==> config.mk <==
export PLATFORM = sky130hd
export DESIGN_NAME = counter_sweep_ctrl
export DESIGN_NICKNAME = d
export VERILOG_FILES = /design/src/rtl/counter_ctrl_pkg.sv /design/src/rtl/pause_timer.sv /design/src/rtl/counter_sweep_ctrl.sv
export SDC_FILE = /design/constraint.sdc
export NUM_CORES = 1
export LEC_CHECK = 0
export BUFFER_PORTS_ARGS = -buffer_cell sky130_fd_sc_hd__buf_2
export CORE_AREA = 2 2 45 47
export CTS_CLUSTER_SIZE = 14
export DETAILED_ROUTE_END_ITERATION = 6
export DIE_AREA = 0 0 47 49
export GPL_TIMING_DRIVEN = 0
export PLACE_DENSITY = 0.74
export SLEW_MARGIN = 20
export SYNTH_ARGS = -nofsm -noshare
export SYNTH_HDL_FRONTEND = slang
export SYNTH_SLANG_ARGS = --single-unit
==> constraint.sdc <==
create_clock -name clk -period 2.05 [get_ports clk]
set_input_delay 0.41 -clock clk [delete_from_list [all_inputs] [get_ports clk]]
set_output_delay 0.41 -clock clk [all_outputs]
set_load 0.03 [all_outputs]
==> src/rtl/counter_ctrl_pkg.sv <==
// Shared types and constants for the counter sweep sequencer.
//
// Contents:
//   sweep_state_t  - FSM encoding for counter_sweep_ctrl
//   MODE_UP/DOWN   - encoding of the counter's mode input
//   timer_width()  - width of the pause down-counter for a given pause length
package counter_ctrl_pkg;

    typedef enum logic [2:0] {
        S_IDLE    = 3'd0,
        S_CLEAR   = 3'd1,
        S_UP      = 3'd2,
        S_PAUSE_U = 3'd3,
        S_DOWN    = 3'd4,
        S_PAUSE_D = 3'd5,
        S_DONE    = 3'd6
    } sweep_state_t;

    localparam logic MODE_UP   = 1'b0;
    localparam logic MODE_DOWN = 1'b1;

    // A pause of one cycle loads 0, which still needs a 1-bit register.
    function automatic int timer_width(input int cycles);
        return (cycles > 1) ? $clog2(cycles) : 1;
    endfunction

endpackage

==> src/rtl/pause_timer.sv <==
// Loadable down-counter that times the idle gap between sweep directions.
//
// Ports:
//   clk      - system clock, rising edge
//   rst      - asynchronous active-low reset (value clears to 0)
//   load     - load PAUSE_CYCLES-1
//   dec      - decrement by one (saturates at 0)
//   expired  - value is 0
module pause_timer
    import counter_ctrl_pkg::*;
#(
    parameter int PAUSE_CYCLES = 2
) (
    input  logic clk,
    input  logic rst,
    input  logic load,
    input  logic dec,
    output logic expired
);

    localparam int            W          = timer_width(PAUSE_CYCLES);
    localparam logic [W-1:0]  LOAD_VALUE = W'(PAUSE_CYCLES - 1);

    logic [W-1:0] value;

    always_ff @(posedge clk or negedge rst) begin
        if (!rst) begin
            value <= '0;
        end else if (load) begin
            value <= LOAD_VALUE;
        end else if (dec && (value != '0)) begin
            value <= value - W'(1);
        end
    end

    assign expired = (value == '0);

endmodule

==> src/rtl/counter_sweep_ctrl.sv <==
// Sequencer that runs a requested number of full up/down sweeps (0 -> max -> 0)
// on an external enable/mode counter, pausing between direction changes.
//
// Ports:
//   clk         - system clock, rising edge
//   rst         - asynchronous active-low reset
//   start       - one-cycle run request, sampled only in IDLE
//   num_sweeps  - number of sweeps, captured with an accepted start
//   abort       - stop the current run and return to IDLE (no done)
//   count_in    - counter value
//   tc_in       - counter terminal count (combinational in the counter)
//   cnt_enable  - counter enable
//   cnt_mode    - counter direction, 0 = up, 1 = down
//   cnt_clear   - one-cycle active-high counter clear
//   busy        - run in progress (any state but IDLE)
//   done        - one-cycle pulse on normal completion
//   sweeps_done - completed up+down sweeps in the current/last run
//
// state     | meaning
// ----------+---------------------------------------------------------
// IDLE      | waiting for start; counter parked, mode up
// CLEAR     | one-cycle counter clear, progress reset
// UP        | counting up until the top end, holding one cycle there
// PAUSE_U   | enable low, mode already down, pause timer running
// DOWN      | counting down until zero, then sweep counted
// PAUSE_D   | enable low, mode already up, pause timer running
// DONE      | one-cycle completion pulse
module counter_sweep_ctrl
    import counter_ctrl_pkg::*;
#(
    parameter int CNT_W        = 4,
    parameter int PAUSE_CYCLES = 2,   // must be at least 1
    parameter int SWEEPS_W     = 4
) (
    input  logic                clk,
    input  logic                rst,
    input  logic                start,
    input  logic [SWEEPS_W-1:0] num_sweeps,
    input  logic                abort,
    input  logic [CNT_W-1:0]    count_in,
    input  logic                tc_in,
    output logic                cnt_enable,
    output logic                cnt_mode,
    output logic                cnt_clear,
    output logic                busy,
    output logic                done,
    output logic [SWEEPS_W-1:0] sweeps_done
);

    sweep_state_t        state;
    sweep_state_t        state_nxt;
    logic [SWEEPS_W-1:0] target;
    logic [SWEEPS_W-1:0] sweeps_inc;
    logic                zero_done;
    logic                timer_load;
    logic                timer_dec;
    logic                timer_expired;
    logic                sweep_step;
    logic                at_max;
    logic                at_zero;
    logic                run_accept;
    logic                zero_accept;
    logic                abort_hit;

    // End detection accepts either the counter's flag or the count itself.
    // Under the counter contract they agree; using both keeps the turnaround
    // on time even if a counter variant registers its terminal count.
    assign at_max  = tc_in || (count_in == {CNT_W{1'b1}});
    assign at_zero = tc_in || (count_in == '0);

    assign sweeps_inc  = sweeps_done + SWEEPS_W'(1);
    assign run_accept  = (state == S_IDLE) && start && (num_sweeps != '0);
    assign zero_accept = (state == S_IDLE) && start && (num_sweeps == '0);
    assign abort_hit   = abort && (state != S_IDLE);

    pause_timer #(
        .PAUSE_CYCLES (PAUSE_CYCLES)
    ) u_pause_timer (
        .clk     (clk),
        .rst     (rst),
        .load    (timer_load),
        .dec     (timer_dec),
        .expired (timer_expired)
    );

    always_ff @(posedge clk or negedge rst) begin
        if (!rst) begin
            state <= S_IDLE;
        end else begin
            state <= state_nxt;
        end
    end

    // A zero-sweep request never leaves IDLE; zero_done supplies its done pulse.
    always_ff @(posedge clk or negedge rst) begin
        if (!rst) begin
            target      <= '0;
            sweeps_done <= '0;
            zero_done   <= 1'b0;
        end else begin
            zero_done <= zero_accept;
            if (run_accept) begin
                target <= num_sweeps;
            end
            if (zero_accept || ((state == S_CLEAR) && !abort)) begin
                sweeps_done <= '0;
            end else if (sweep_step) begin
                sweeps_done <= sweeps_inc;
            end
        end
    end

    always_comb begin
        state_nxt  = state;
        cnt_enable = 1'b0;
        cnt_mode   = MODE_UP;
        cnt_clear  = 1'b0;
        busy       = (state != S_IDLE);
        done       = zero_done;
        timer_load = 1'b0;
        timer_dec  = 1'b0;
        sweep_step = 1'b0;

        case (state)
            S_IDLE: begin
                if (run_accept) begin
                    state_nxt = S_CLEAR;
                end
            end
            S_CLEAR: begin
                cnt_clear = 1'b1;
                state_nxt = S_UP;
            end
            S_UP: begin
                cnt_mode   = MODE_UP;
                cnt_enable = !at_max;
                if (at_max) begin
                    timer_load = 1'b1;
                    state_nxt  = S_PAUSE_U;
                end
            end
            S_PAUSE_U: begin
                // Mode flips here so the counter's terminal count drops
                // before DOWN starts.
                cnt_mode  = MODE_DOWN;
                timer_dec = 1'b1;
                if (timer_expired) begin
                    state_nxt = S_DOWN;
                end
            end
            S_DOWN: begin
                cnt_mode   = MODE_DOWN;
                cnt_enable = !at_zero;
                if (at_zero) begin
                    sweep_step = 1'b1;
                    if (sweeps_inc == target) begin
                        state_nxt = S_DONE;
                    end else begin
                        timer_load = 1'b1;
                        state_nxt  = S_PAUSE_D;
                    end
                end
            end
            S_PAUSE_D: begin
                cnt_mode  = MODE_UP;
                timer_dec = 1'b1;
                if (timer_expired) begin
                    state_nxt = S_UP;
                end
            end
            S_DONE: begin
                cnt_mode  = MODE_DOWN;
                done      = 1'b1;
                state_nxt = S_IDLE;
            end
            default: begin
                state_nxt = S_IDLE;
            end
        endcase

        // Abort overrides everything outside IDLE in the same cycle.
        if (abort_hit) begin
            state_nxt  = S_IDLE;
            cnt_enable = 1'b0;
            timer_load = 1'b0;
            sweep_step = 1'b0;
            if (state == S_DONE) begin
                done = 1'b0;
            end
        end
    end

endmodule

* Word level (Yosys, flattened, before mapping)
Cells that the tools add are included.
Cells by class: equality and inequality tests 13, add/subtract/negate cells 2, reductions and logical operators 22, multiplexer cells 28
Operators with widths (number):
- $mux W3 | 6
- $pmux W3 S6 | 1
- $mux W1 | 16
- $ne A3 B3 Y1 const B | 5
- $eq A3 B3 Y1 const B | 3
- $logic_not A4 Y1 | 2
- $mux W4 | 2
- $eq A3 B2 Y1 const B | 2
- $logic_and A1 B1 Y1 | 6
- $reduce_and A5 Y1 | 1
- $add A4 B1 Y4 const B | 1
- $eq A4 B4 Y1 | 1
- $eq A4 B4 Y1 const B | 1
- $pmux W1 S2 | 2
- $reduce_bool A2 Y1 | 2
- $reduce_bool A4 Y1 | 1
- $eq A3 B1 Y1 const B | 1
- $logic_not A1 Y1 | 3
- $logic_not A3 Y1 | 1
- $logic_or A1 B1 Y1 | 3
- $reduce_bool A3 Y1 | 1
- $reduce_or A3 Y1 | 1
- $mux W2 | 1
- $reduce_or A2 Y1 | 1
- $sub A1 B1 Y1 const B | 1
Storage, ports and cells: input port bits 13, word-level logic and storage cells 70, register bits 13, output and inout bits 9

* Longest topological paths before layout
Gate-level depths: netlist of run 1.
depth in word-level cells 7, depth in mapped cells 5, mapped depth without buffers 5

* Hierarchy
From an unflattened synthesis of run 1, not the netlist that was laid out.
Unflattened totals: cells, all modules 91, area total of the unflattened synthesis 903.4 um^2
By module, submodules not included:
- counter_sweep_ctrl | cells each 88, area an instance 863.3 um^2, times used 1, seq. area each 300.3 um^2
- pause_timer | cells each 3, area an instance 40.0 um^2, times used 1, seq. area each 25.0 um^2

* Worst setup path after synthesis of run 1
OpenSTA, ideal clock, no wires.
kind register to output, start reg state[0], end out cnt_enable, arrival 1468 ps, data required time 1640 ps, stages on the path, launching flop included 4, path slack 172 ps, buffers on the path 1, path through dfrtp_1 -> clkbuf_1 -> or3_1 -> nor2_1
On the way: longest elaborated chain between the ends 3, elaborated cells on any way between the ends 6, classes of those cells eq/ne: 2; mux: 2; reduce/logical: 2
RTL lines:
- start, declared | RTL line counter_sweep_ctrl.sv:50 | sweep_state_t state;
- start signal, assigned | RTL line counter_sweep_ctrl.sv:90 | state <= state_nxt;
- $eq A3 B3 Y1 (tied with other cells) | RTL line counter_sweep_ctrl.sv:124 | case (state)
- $pmux W1 S2 / $logic_and A1 B1 Y1 (equally long branches) | RTL line counter_sweep_ctrl.sv:124, counter_sweep_ctrl.sv:74
- $mux W1 (*) | RTL line counter_sweep_ctrl.sv:182 | if (abort_hit) begin
- end, declared | RTL line counter_sweep_ctrl.sv:42 | output logic cnt_enable,
Every way passes the cells marked *; elsewhere a longest branch is shown, timed or not.

* Final worst setup path of run 1
Same ends and word-level chain as after synthesis.

==> impl_metrics.tcl, run 1 <==
set metrics [dict create \
    cap_violations 0 \
    rrSetupSlack_ns 0.44 \
    synth_most_common_cell "dfrtp_1" \
    cp_slowest_cell "or3_4" \
    placed_cells 133 \
    row_count 16 \
    drtAntennaViolNets 0 \
    numCtsBuffers 3 \
    hp-class "in -> async" \
    met1_usage_pct 24.9 \
    area_growth_pct 22.3 \
    dieArea_mm2 0.00230 \
    drt_wl_total_um 1940 \
    fin_nets 126 \
    netlist_area_um2 885 \
    clk_pin_slew_ns 0.08 \
    cp_slowest_stage_delay_ns 0.42 \
    pin_count 22 \
    busiest_layer "met2" \
    slew_headroom_pct 76.3 \
    timing.setup.tns_ns 0 \
    rr_worst_depth 5 \
    cp.required_ns 1.64 \
    synth_nets 99 \
    gp_congestion 0.892 \
    finalCritPeriodShare_pct 95.7 \
    first_iter_violations 32 \
    finalHoldViolCount 0 \
    crit_arrival_ns 1.55 \
    yosys-top-cells-area "dfrtp_1, a22o_1, xnor2_1" \
    fmax_ghz 0.509 \
    status "complete, no violations" \
    worst_setup_path_end_kind "primary output" \
    yosysWarnings 0 \
    slew_violations 0 \
    coreArea_mm2 0.00184 \
    skew_ns 0.000742 \
    grt_use_met3_pct 5.93 \
    crit_path_cell_trace "clkbuf_4 -> or3_4 -> nor2_1 -> buf_4" \
    stdcell_count 138 \
    path_class "reg -> out" \
    yosys.area.top_type "dfrtp_1" \
    netlist_instances 85 \
    grt_max_degree 14 \
    cts_sinks 13 \
    yosysUniqueCellTypes 41 \
    final_area_mm2 0.00108 \
    via_count 802 \
    vias_per_cell 5.81 \
    ys_ff_latch 13 \
    n_fill_cell 171 \
    grt_usage_pct 20.0 \
    synthTopCellsByCount "dfrtp_1, a22o_1, nand2_1" \
    start_util_pct 48.0 \
    grt_pass1_vias 826 \
    cts-root-buf "clkbuf_4" \
    yosysTopAreaCellShare_pct 36.8 \
    crit_path_start_kind "register" \
    clk_latency_ns 0.27 \
    drive_gt1_share_pct 40.5 \
    synth_edf_count 0 \
    cts.path.max_buffers 2 \
    fp.dieH_um 49 \
    r2r_end "sweeps_done[2]" \
    wl_per_cell_um 14.1 \
    die_w_um 47 \
    powerDensity_mw_per_mm2 1180 \
    postCtsHoldBufs 0 \
    r2r-start "state[0]" \
    numPortBuffers 21 \
    avgSynthCellArea_um2 10.4 \
    fin_util_pct 58.8 \
    rsz0062_at_grt "no" \
    ys_async_sr_fraction_pct 100 \
    n_antenna_cell 0 \
    worst_pin_slew_ns 0.353 \
    p_leak_uw 0.000525 \
    dpl_cell_area_mm2 0.00102 \
    detail_route.first_pass.iterations 4 \
    peakVddDrop_mv 0.742 \
    cp_max_fo 10 \
    min_period_ns 1.96 \
    drc 0 \
    met2_usage_pct 33.3 \
    hpwl_um 1490 \
    synthFlopType "dfrtp_1" \
    overflow 0 \
    grt_pass1_wl_um 3400 \
    setup_viol 0 \
    ys_seq_area_share_pct 36.8 \
    cts_tree "yes" \
    htree_num_levels 1 \
    antenna_found_initial 0 \
]
-- registers in the layout, indices dropped and copies added, names as in the netlist --
register,flops
sweeps_done,4
target,4
state,3
u_pause_timer.value,1
zero_done,1
-- cell families after synthesis --
family,after synthesis,share of synthesized area [%]
AOI/OAI and AO/OA,25,25.5
adders and majority gates,1,1.41
DFF,13,36.8
and+or+nand+nor,33,24.2
xor gates and xnor gates,7,6.93
buffers and inverters,4,2.69
muxes,2,2.55
-- power breakdown --
group	switching (µW)	internal (µW)
Clock	84.6	72.2
Sequential	61.4	333
Combinational	406	323
Total	552	727
-- placed cells by master (no fill, tap or decap), drive strengths merged, types with 2 or more instances in the layout --
cell type / instances
or3: 2
and2: 2
xor2: 2
mux2: 2
nand2b: 3
nor2: 4
nand2: 6
nand3: 4
a22o: 6
o211ai: 2
o31ai: 2
nor3b: 2
o21ai: 3
or4: 2
buf: 23
dfrtp: 13
a22oi: 2
nor2b: 4
clkbuf: 5
xnor2: 5
-- worst max path at each step --
stage | start | end | slack [ns] | cells past startpoint
2_1_floorplan | state[0] | cnt_enable | 0.17 | 3
3_3_place_gp | count_in[1] | cnt_enable | 0.14 | 5
3_5_place_dp | count_in[1] | cnt_enable | 0.13 | 5
4_1_cts | state[0] | cnt_enable | 0.007 | 4
5_1_grt | state[0] | cnt_enable | 0.02 | 4
6_report | state[0] | cnt_enable | 0.09 | 4
-- per-layer routing --
metal	routed length [µm]	vias up
met4	10	0
met3	106	2
met1	818	396
met5	0	-
met2	1010	21
li1	-	383
-- final cells by class --
type	count	area (µm²)	share of cell area (%)
tap	27	33.8	3.12
buffer	3	26.3	2.43
inverter	1	3.75	0.347
clock inverter	1	5.00	0.462
sequential	13	328	30.3
clock buffer	3	22.5	2.08
multi-input combinational	68	548	50.6
timing repair buffer	22	115	10.6
-- metrics by stage --
| step | setup slack, ns | hold slack, ns | total power [µW] |
|---|---|---|---|
| after floorplan | 0.172 | 0.114 | 925 |
| after global placement | 0.138 | 0.312 | 1070 |
| after detailed placement | 0.133 | 0.316 | 1080 |
| after CTS | 0.00669 | 0.0130 | 1260 |
| after global routing | 0.0246 | 0.0250 | 1380 |
| final | 0.0873 | 0.0109 | 1280 |
-- worst max-delay path, delay by kind of cell, from the launching register on --
kind	cells	cell delay (ns)
simple gates	2	0.52
flops	1	0.41
buf+inv	2	0.34
-- what timing repair did --
| item | 4_1_cts | 5_1_grt |
|---|---|---|
| gates resized for setup | 5 | 5 |
| setup endpoints to repair | 2 | 2 |
| setup buffers | 0 | 1 |
| pin swaps | 0 | 0 |
No activity file was read; power rests on OpenSTA's default activity.
==> inputs of run 2 (changes only) <==
--- a/config.mk
+++ b/config.mk
@@ -6,12 +6,12 @@
 export NUM_CORES = 1
 export LEC_CHECK = 0
 export BUFFER_PORTS_ARGS = -buffer_cell sky130_fd_sc_hd__buf_2
-export CORE_AREA = 2 2 45 47
-export CTS_CLUSTER_SIZE = 14
+export CORE_AREA = 2 2 41 52
+export CTS_CLUSTER_SIZE = 16
 export DETAILED_ROUTE_END_ITERATION = 6
-export DIE_AREA = 0 0 47 49
+export DIE_AREA = 0 0 43 54
 export GPL_TIMING_DRIVEN = 0
-export PLACE_DENSITY = 0.74
+export PLACE_DENSITY = 0.73
 export SLEW_MARGIN = 20
 export SYNTH_ARGS = -nofsm -noshare
 export SYNTH_HDL_FRONTEND = slang
==> impl_metrics.tcl, run 2 (same netlist as run 1, synthesis figures left out) <==
set metrics [dict create \
    cts-root-buf "clkbuf_4" \
    timing.setup.tns_ns 0 \
    drt_wl_total_um 1900 \
    n_antenna_cell 0 \
    grt_pass1_wl_um 3270 \
    min_period_ns 1.96 \
    dieArea_mm2 0.00232 \
    cts_tree "yes" \
    top_regs "sweeps_done x4, target x4, state x3" \
    area_growth_pct 17.7 \
    hold_ws_ns 0.0101 \
    grt_usage_pct 18.7 \
    gp_congestion 0.790 \
    power_frac_comb_pct 52.7 \
    cap_violations 0 \
    p_sw_share_pct 43.4 \
    p_switching_uw 533 \
    vias_per_cell 5.84 \
    drive_gt1_share_pct 36.7 \
    mostFrequentLayoutCells "buf_2, dfrtp_1, nand2_1, a22o_1, xnor2_1" \
    drc 0 \
    clk_pin_slew_ns 0.08 \
    clkPwrFrac_pct 12.4 \
    overflow 0 \
    numCtsBuffers 3 \
    worst_setup_path_end_kind "primary output" \
    seqPwrFrac_pct 34.9 \
    clk_latency_ns 0.27 \
    cts.path.max_buffers 2 \
    fmax_ghz 0.511 \
    cp_max_fo 14 \
    setup_viol 0 \
    cts_setup_buffers 0 \
    post_cts_resized 1 \
    peakVddDrop_mv 0.706 \
    fin_nets 124 \
    row_count 18 \
    finalCritPeriodShare_pct 95.5 \
    hpwl_um 1540 \
    grt_pass1_vias 738 \
    layout_commonest_cell "buf_2" \
    cts_sinks 13 \
    start_util_pct 46.8 \
    detail_route.first_pass.iterations 6 \
    wl_per_cell_um 14.7 \
    fp.dieH_um 54 \
    p_leak_uw 0.000512 \
    status "complete, no violations" \
    p_int_uw 695 \
    pin_count 22 \
    hp-class "in -> async" \
    coreArea_mm2 0.00189 \
    postCtsHoldBufs 0 \
    grt_max_degree 15 \
    path_class "reg -> out" \
    rsz0062_at_grt "no" \
    die_w_um 43 \
    via_count 753 \
    slew_headroom_pct 73.2 \
    numPortBuffers 21 \
    powerDensity_mw_per_mm2 1180 \
    crit_arrival_ns 1.55 \
    antenna_found_initial 0 \
    cp.required_ns 1.64 \
    drtAntennaViolNets 0 \
    rr_worst_depth 5 \
    slew_violations 0 \
    first_iter_violations 10 \
    htree_num_levels 1 \
    skew_ns 0.00208 \
    crit_path_start_kind "register" \
    finalHoldViolCount 0 \
    worst_pin_slew_ns 0.400 \
]
[run 2: worst max-delay path, stage by stage, from the launching register on]
cell and delay, ns:
dfrtp_2 0.51, or3_1 0.46, nor2_1 0.11, buf_2 0.20
[run 2: path summary, 6_finish.rpt]
check                              startpoint              to  slack [ns]
worst max-delay path                 state[0]      cnt_enable        0.09
worst min-delay path                      rst       target[3]        0.01
worst max register to register       state[1]  sweeps_done[2]        0.39
worst min register to register      target[3]       target[3]        0.53
max in group asynchronous                 rst        state[0]        1.80
min in group clk                num_sweeps[3]       target[3]        0.36
[run 2: routing by layer]
layer  up-vias  share of wire, %  track usage (%)
met5         -                 0                0
met4         0              0.53             7.58
met3         2               4.1             1.01
met2        21                53             34.1
met1       358                42             23.2
li1        372                 -                -
[run 2: power by group through the flow]
| stage | combinational (µW) | sequential [µW] | clock [µW] |
|---|---|---|---|
| after floorplan | 529 | 395 | 0 |
| after global placement | 657 | 406 | 0 |
| after detailed placement | 672 | 410 | 0 |
| after CTS | 650 | 425 | 158 |
| after global routing | 707 | 438 | 172 |
| final | 647 | 428 | 152 |
[run 2: area by class of cell]
class                      instances  area (µm²)
fill                             183         851
multi-input combinational         68         538
sequential                        13         327
timing repair buffer              21         105
clock buffer                       4        26.3
tap                               20        25.0
buffer                             2        16.3
inverter                           1        3.75
[run 2: per-stage QoR]
stage / utilization [%] / worst slack [ns] / power, µW / std cells / area [µm²]
floorplan: - / 0.172 / 925 / 85 / 885
global placement: 53.6 / 0.159 / 1060 / 126 / 1010
detailed placement: 53.6 / 0.151 / 1080 / 126 / 1010
CTS: 55.0 / 0.0195 / 1230 / 129 / 1040
global route: 55.0 / 0.00404 / 1320 / 129 / 1040
finish: 55.0 / 0.0930 / 1230 / 129 / 1040
==> inputs of run 3 (changes only) <==
--- a/config.mk
+++ b/config.mk
@@ -5,11 +5,12 @@
 export SDC_FILE = /design/constraint.sdc
 export NUM_CORES = 1
 export LEC_CHECK = 0
+export ABC_AREA = 1
 export BUFFER_PORTS_ARGS = -buffer_cell sky130_fd_sc_hd__buf_2
-export CORE_AREA = 2 2 41 52
+export CORE_AREA = 2 2 41 53
 export CTS_CLUSTER_SIZE = 16
 export DETAILED_ROUTE_END_ITERATION = 6
-export DIE_AREA = 0 0 43 54
+export DIE_AREA = 0 0 43 55
 export GPL_TIMING_DRIVEN = 0
 export PLACE_DENSITY = 0.73
 export SLEW_MARGIN = 20
==> impl_metrics.tcl, run 3 <==
set metrics [dict create \
    grt_pass1_wl_um 3140 \
    fin_util_pct 57.0 \
    pin_count 22 \
    wl_met3_um 60 \
    crit_path_start_kind "register" \
    yosysUniqueCellTypes 21 \
    finalCritPeriodShare_pct 95.4 \
    crit_path_cell_trace "inv_2 -> nand2_1 -> nor2_1 -> nand3_1 -> nand2_1 -> nand2_1 -> inv_1 -> clkbuf_4" \
    layout_commonest_cell "nand2_1" \
    synth_nets 144 \
    detail_route.first_pass.iterations 4 \
    crit_buf_inv 3 \
    met1_length_um 771 \
    r2r-start "sweeps_done[0]" \
    multi_input_comb_area_um2 529 \
    dpl_cell_area_mm2 0.00104 \
    die_w_um 43 \
    n_fill_cell 197 \
    clk_latency_ns 0.28 \
    crit_arrival_ns 1.55 \
    grt_max_degree 14 \
    row_count 18 \
    dr.max_layer_used "met4" \
    wl_met2_um 1020 \
    cp-startpoint "state[1]" \
    final_area_mm2 0.00108 \
    slew_headroom_pct 73.4 \
    setup_viol 0 \
    cts_sinks 13 \
    start_util_pct 47.9 \
    top_regs "sweeps_done x4, target x4, state x3" \
    hpwl_um 1570 \
    cp_max_fo 6 \
    crit_family "flip-flops" \
    antenna_found_initial 0 \
    grt_usage_pct 18.0 \
    ys_async_sr_fraction_pct 100 \
    wl_per_cell_um 10.8 \
    fp.dieH_um 55 \
    timing.setup.tns_ns 0 \
    synthFlopType "dfrtp_1" \
    hold_ws_ns 0.00445 \
    dieArea_mm2 0.00237 \
    cts.path.max_buffers 2 \
    drt_wl_total_um 1890 \
    cp_slowest_cell "dfrtp_1" \
    drtAntennaViolNets 0 \
    drc 0 \
    cp.required_ns 1.64 \
    powerDensity_mw_per_mm2 1250 \
    path_common_cell "nand2_1" \
    netlist_instances 130 \
    gp_congestion 0.830 \
    path_class "reg -> out" \
    hp-class "in -> async" \
    synth_most_common_cell "nand2_1" \
    finalHoldViolCount 0 \
    yosys.area.top_type "dfrtp_1" \
    coreArea_mm2 0.00189 \
    yosysWarnings 0 \
    first_iter_violations 7 \
    clk_pin_slew_ns 0.08 \
    skew_ns 0.00280 \
    cts-root-buf "clkbuf_4" \
    min_period_ns 1.96 \
    netlist_area_um2 907 \
    synthTopCellsByCount "nand2_1, dfrtp_1, inv_1" \
    avgSynthCellArea_um2 6.98 \
    fin_nets 170 \
    synth_edf_count 0 \
    cap_violations 0 \
    overflow 0 \
    ys_ff_latch 13 \
    htree_num_levels 1 \
    postCtsHoldBufs 0 \
    yosys-top-cells-area "dfrtp_1, nand2_1, inv_1" \
    numPortBuffers 21 \
    via_count 872 \
    ys_seq_area_share_pct 35.9 \
    peakVddDrop_mv 0.721 \
    grt_pass1_vias 759 \
    fmax_ghz 0.511 \
    cts_setup_buffers 0 \
    worst_setup_path_end_kind "primary output" \
    drive_gt1_share_pct 31.6 \
    slew_violations 0 \
    area_growth_pct 18.9 \
    yosysTopAreaCellShare_pct 35.9 \
    worst_pin_slew_ns 0.396 \
    regArea_um2 328 \
    status "complete, no violations" \
    mostFrequentLayoutCells "nand2_1, buf_2, inv_1" \
    numCtsBuffers 3 \
    rsz0062_at_grt "no" \
    cp_slowest_stage_delay_ns 0.48 \
    n_antenna_cell 0 \
    p_leak_uw 0.000607 \
    vias_per_cell 4.98 \
    cts_tree "yes" \
]
[run 3: changes by cell type after synthesis, sizes merged, moves of 3 or more]
| cell | previous run | this run |
|---|---|---|
| a22o | 6 | 0 |
| nor2 | 4 | 15 |
| nor2b | 4 | 0 |
| nand2 | 6 | 59 |
| nand3 | 4 | 10 |
| nand2b | 3 | 0 |
| xnor2 | 5 | 1 |
| inv | 1 | 16 |
[run 3: power by group]
group          leakage [µW]  switching, µW  total [µW]  internal [µW]
registers          0.000164            117         463            346
logic              0.000427            445         723            278
clock network     0.0000150           86.6         162           75.5
[run 3: kinds of logic after synthesis]
family	synth area share [%]
xor+xnor	1.93
simple gates	46.1
buf+inv	6.62
compound gates	3.17
mux	4.97
fa+ha+maj	1.38
flops	35.9
[run 3: final timing paths]
check | to | slack [ns] | cells past startpoint
max in group asynchronous | state[2] | 1.79 | 1
min in group clk | target[0] | 0.38 | 2
worst min register to register | u_pause_timer.value | 0.51 | 2
worst max-delay path | cnt_enable | 0.09 | 8
worst min-delay path | sweeps_done[3] | 0.004 | 1
worst max register to register | state[0] | 0.41 | 9
[run 3: per-layer routing]
layer  vias up  global-route usage, %
li1        460                      -
met1       388                   19.2
met2        20                   35.4
met3         4                   1.95
met4         0                   9.09
met5         -                      0
[run 3: repair_timing]
action	CTS	global route
endpoints found under the setup margin	0	2
gates resized for setup	0	6
hold endpoints to repair	0	0
[run 3: through the flow]
| stage | worst slack [ns] | instances | power, µW |
|---|---|---|---|
| finish | 0.0949 | 175 | 1350 |
| global placement | 0.344 | 171 | 1150 |
| CTS | 0.0249 | 175 | 1340 |
| floorplan | 0.0454 | 130 | 1000 |
| detailed placement | 0.344 | 171 | 1170 |
| global route | 0.00180 | 175 | 1460 |
[run 3: final cells by class]
type                    instances  area share [%]
repair buffers                 21            9.98
well taps                      20            2.32
inverters                      16            5.80
clock buffers                   4            2.44
flip-flops and latches         13            30.4
multi-input cells             101            49.1
